[config.mk]
export PLATFORM = sky130hd
export DESIGN_NAME = uart_csr_arbiter
export DESIGN_NICKNAME = d
export VERILOG_FILES = /design/src/rtl/uart_csr_arbiter.sv
export SDC_FILE = /design/constraint.sdc
export NUM_CORES = 1
export LEC_CHECK = 0
export ABC_AREA = 0
export CAP_MARGIN = 20
export CORE_AREA = 3 3 91 93
export DETAILED_ROUTE_END_ITERATION = 12
export DIE_AREA = 0 0 94 96
export PLACE_DENSITY_LB_ADDON = 0.25
export REMOVE_ABC_BUFFERS = 1
export SLEW_MARGIN = 20
export SYNTH_ARGS = -nofsm -noshare
export SYNTH_HDL_FRONTEND = slang
export SYNTH_SLANG_ARGS = --single-unit
[constraint.sdc]
create_clock -name clk -period 5.3 [get_ports clk]
set_input_delay 1.59 -clock clk [delete_from_list [all_inputs] [get_ports clk]]
set_output_delay 1.59 -clock clk [all_outputs]
set_load 0.05 [all_outputs]
[src/rtl/uart_csr_arbiter.sv]
// uart_csr_arbiter: arbitrates N_REQ CSR requesters onto a single CSR read/write port.
//
// Package uart_csr_pkg (in this file) defines uart_csr_addr_t, uart_csr_data_t and the CSR address map.
//
// Optional feature macro: UART_CSR_ARB_RR_EN
//   defined   -> round-robin arbitration
//   undefined -> fixed priority, lowest index wins
//
// Ports:
//   clk, rst_n            clock, asynchronous active-low reset
//   req_valid/req_wr      per-requester pending access and type (1 = write)
//   req_addr/req_wdata    per-requester address and write data
//   req_ready             one-cycle accept pulse to the granted requester
//   rsp_valid/rsp_rdata   one-cycle completion pulse to the owner, read data (0 for writes)
//   wen/wr_addr/wr_data   CSR write port
//   ren/rd_addr           CSR read request port
//   rd_data               CSR read data, valid one cycle after ren
package uart_csr_pkg;
    typedef logic [7:0]  uart_csr_addr_t;
    typedef logic [31:0] uart_csr_data_t;
    localparam uart_csr_addr_t UART_CONTROL_0_CSR_ADDR = 8'h00;
    localparam uart_csr_addr_t UART_STATUS_0_CSR_ADDR  = 8'h04;
    localparam uart_csr_addr_t UART_BAUD_RATE_CSR_ADDR = 8'h08;
endpackage

module uart_csr_arbiter
    import uart_csr_pkg::*;
#(
    parameter int N_REQ = 2
) (
    input  logic                             clk,
    input  logic                             rst_n,
    input  logic           [N_REQ-1:0]       req_valid,
    input  logic           [N_REQ-1:0]       req_wr,
    input  uart_csr_addr_t [N_REQ-1:0]       req_addr,
    input  uart_csr_data_t [N_REQ-1:0]       req_wdata,
    output logic           [N_REQ-1:0]       req_ready,
    output logic           [N_REQ-1:0]       rsp_valid,
    output uart_csr_data_t                   rsp_rdata,
    output logic                             wen,
    output uart_csr_addr_t                   wr_addr,
    output uart_csr_data_t                   wr_data,
    output logic                             ren,
    output uart_csr_addr_t                   rd_addr,
    input  uart_csr_data_t                   rd_data
);
    localparam int IDX_W = $clog2(N_REQ);

    typedef enum logic [1:0] {IDLE, ISSUE, RESP} state_t;

    state_t         state, state_nxt;
    logic           cmd_wr;
    uart_csr_addr_t cmd_addr;
    uart_csr_data_t cmd_wdata;
    logic [IDX_W-1:0] cmd_idx;
    logic [IDX_W-1:0] win;
    logic           found;
    logic           grant;
    int             j;
`ifdef UART_CSR_ARB_RR_EN
    logic [IDX_W-1:0] ptr;
`endif

    // rst_n gates the grant so req_ready cannot pulse while reset is held
    assign grant = rst_n && state == IDLE && |req_valid;

    always_comb begin
        win   = '0;
        found = 1'b0;
        j     = 0;
        for (int k = 0; k < N_REQ; k++) begin
`ifdef UART_CSR_ARB_RR_EN
            j = (int'(ptr) + k) % N_REQ;
`else
            j = k;
`endif
            if (!found && req_valid[j]) begin
                win   = IDX_W'(j);
                found = 1'b1;
            end
        end
    end

    always_ff @(posedge clk or negedge rst_n) begin
        if (!rst_n)
            state <= IDLE;
        else
            state <= state_nxt;
    end

    always_comb begin
        state_nxt = IDLE;
        case (state)
            IDLE:    state_nxt = grant ? ISSUE : IDLE;
            ISSUE:   state_nxt = RESP;
            default: state_nxt = IDLE;
        endcase
    end

    always_ff @(posedge clk or negedge rst_n) begin
        if (!rst_n) begin
            cmd_wr    <= 1'b0;
            cmd_addr  <= '0;
            cmd_wdata <= '0;
            cmd_idx   <= '0;
        end else if (grant) begin
            cmd_wr    <= req_wr[win];
            cmd_addr  <= req_addr[win];
            cmd_wdata <= req_wdata[win];
            cmd_idx   <= win;
        end
    end

`ifdef UART_CSR_ARB_RR_EN
    always_ff @(posedge clk or negedge rst_n) begin
        if (!rst_n)
            ptr <= '0;
        else if (grant)
            ptr <= (win == IDX_W'(N_REQ - 1)) ? '0 : win + 1'b1;
    end
`endif

    always_comb begin
        req_ready = '0;
        rsp_valid = '0;
        if (grant)
            req_ready[win] = 1'b1;
        if (state == RESP)
            rsp_valid[cmd_idx] = 1'b1;
        wen       = state == ISSUE && cmd_wr;
        ren       = state == ISSUE && !cmd_wr;
        rsp_rdata = (state == RESP && !cmd_wr) ? rd_data : '0;
    end

    assign wr_addr = cmd_addr;
    assign rd_addr = cmd_addr;
    assign wr_data = cmd_wdata;
endmodule

==> key figures <==
Drt
  – Drt pass-1 iters: 2
  – Vias per cell: 4.43
  – Final wirelength: 7540 um
  – Starting DRT DRC Count: 12
  – Vias: roughly 2200
  – Final ANT Viol Nets: 0
  – Residual DRC: 0
  – Avg WL per Cell: 15.4 um

Yosys
  – Synth area leader: mux2_4
  – Yosys reg bits: between 40 and 50
  – Yosys warns: 0
  – Mapped Cells: 193
  – Post-synthesis cell type count: 15
  – Synth top area share: 0.396
  – Register area share after synthesis: 0.387
  – Avg Inst Size Synth: 14.7 um^2
  – Mapped Area: 2840 um^2
  – Area contributors post-synth: mux2_4, dfrtp_1, and2_1, buf_12, mux2_2

STA
  – Final number of max-transition violations: 0
  – Setup tns final: 0 ns
  – Slew headroom: 0.532
  – Final setup viols: 0
  – Hold Vio Cnt, Final: 0
  – Fin crit share: 0.895
  – Setup Skew: slightly above 0.009 ns
  – Fmax: around 0.21 GHz
  – Slew @ Worst Pin: 0.702 ns
  – RSZ-0062 raised after global routing: false
  – Minimum clock period: about 4.7 ns

GRT
  – Total track usage: 0.169
  – First-pass GRT wire length: 11700 um
  – Antenna violations before repair: 0
  – Largest net degree at the start of global routing: 45
  – Number of global-route vias before repair: about 2300
  – Gr ovfl total: 0

Setup path
  – Crit path DAT: 3.15 ns
  – Critical path data required time: 3.71 ns
  – Worst setup EP type: output pin
  – Crit path kind: input pin to output pin
  – Worst-path fanout max: 6
  – CP Launch Type: input pin

Outcome
  – Outcome: complete, no violations

Layout
  – Synthesis-to-finish area growth: 72.5%
  – Fin area: between 4000 and 5000 um^2
  – Layout cells sized above 1: 0.258
  – Final core occ: 0.645
  – Ant diodes: 0
  – Fin nets: 505

Clocking
  – CTS resizes: 0
  – Clock latency at the later pin of the worst-skew pair: 0.29 ns
  – CTS Buf Count: 5
  – CTS Buffer Depth: 2
  – H-Tree Depth: 2
  – CTS sink count: 44
  – Setup bufs post-CTS: 0
  – Hold buffers post-CTS: 0
  – Clk root buf: clkbuf_8
  – CTS clock-pin slew for the worst setup and hold paths: 0.09 ns
  – TritonCTS clock tree: built

Placed design
  – DP HPWL: roughly 6100 um
  – GP Congestion: a little over 0.7
  – Port Buffer Count: 203
  – DP Area: 4820 um^2

Power and ir drop
  – Leak pwr: 2.10 nW
  – VDD IR max: 0.235 mV
  – PD cells: ~340 nW/um^2

Run
  – Max-cap violation count: 0

Die
  – Chip Width: 94 um
  – Die Y-Extent: 96 um
  – Core ar.: around 7600 um^2
  – Die area: 9020 um^2
  – Row count: 32
  – Top Ports: 204
  – Initial Utilization: 0.374

Min path
  – Min-delay worst type: flip-flop to flip-flop
## Yosys cell counts
| cell | number |
|---|---|
| dfrtp_1 | 44 |
| nand2b_1 | 1 |
| clkbuf_1 | 3 |
| nor2b_4 | 1 |
| mux2_4 | 75 |
| nor4b_2 | 1 |
| and2_1 | 34 |
| buf_4 | 8 |
| buf_6 | 3 |
| inv_1 | 1 |
| buf_8 | 1 |
| nor2b_1 | 3 |
| mux2_2 | 8 |
| buf_12 | 6 |
| nor2_1 | 4 |
## per-stage QoR
stage	total power, mW	worst slack [ns]	hold slack [ns]	cells
after detailed placement	1.48	0.552	0.492	482
after CTS	1.70	0.554	0.517	489
after global placement	1.47	0.582	0.490	482
after global routing	1.75	0.469	0.526	489
after floorplan	1.11	-2.46	0.464	172
final	1.67	0.557	0.514	489
## power by group
part	internal [mW]	switching (mW)	leakage (nW)
registers	0.424	0.0591	0.519
logic	0.430	0.558	1.54
clock network	0.0894	0.112	0.0400
total	0.944	0.729	2.10
## cell usage in the layout, fill, tap and decap left out, drive strengths merged, types with 4 or more instances in the layout
cell           instances
nor2                   4
nor2b                  4
clkbuf                 5
and2                  34
clkdlybuf4s50        200
dfrtp                 44
buf                    8
mux2                  83
## worst max-delay path: stages
cell             delay (ns)
clkdlybuf4s50_1        0.52
nor2_1                 0.09
nor4b_4                0.49
nor2b_1                0.29
buf_12                 0.17
## flip-flops by register name, summed over array words and instances (netlist names)
register,count
wr_data,32
rd_addr,8
state,2
cmd_idx,1
cmd_wr,1
## cell type report
type	count	area [um^2]
inverter	1	3.75
clock inverter	2	12.5
tap	102	128
fill	597	2700
multi-input combinational	127	1510
sequential	44	1100
clock buffer	5	68.8
timing repair buffer	208	2080
## path summary, 6_finish.rpt
check | from | endpoint | slack [ns] | depth (start not counted)
worst max-delay path | req_valid[0] | req_ready[0] | 0.56 | 5
max in group asynchronous | rst_n | cmd_wr$_DFFE_PN0P_ | 3.49 | 2
worst max register to register | state[0]$_DFF_PN0_ | wr_data[11]$_DFFE_PN0P_ | 3.13 | 3
worst min register to register | wr_data[29]$_DFFE_PN0P_ | wr_data[29]$_DFFE_PN0P_ | 0.51 | 1
min in group asynchronous | rst_n | wr_data[10]$_DFFE_PN0P_ | 1.41 | 2
worst min-delay path | wr_data[29]$_DFFE_PN0P_ | wr_data[29]$_DFFE_PN0P_ | 0.51 | 1
## logic make-up (layout without fill, tap and decap cells)
group                  Yosys count  after routing  share of synthesized area
buffers and inverters           22            216                     0.0858
AND/OR/NAND/NOR                 44             44                     0.0990
flip-flops                      44             44                      0.387
multiplexers                    83             83                      0.428
## routing by layer
| layer | track usage | vias to the layer above | share of wire | wire length [um] |
|---|---|---|---|---|
| li1 | - | 1032 | - | - |
| met1 | 0.183 | 996 | 0.36 | 2710 |
| met3 | 0.0743 | 5 | 0.13 | 950 |
| met4 | 0.0397 | 0 | 0.0096 | 72 |
| met2 | 0.303 | 133 | 0.51 | 3810 |
| met5 | 0 | - | 0 | 0 |
(Power assumes the default switching activity.)
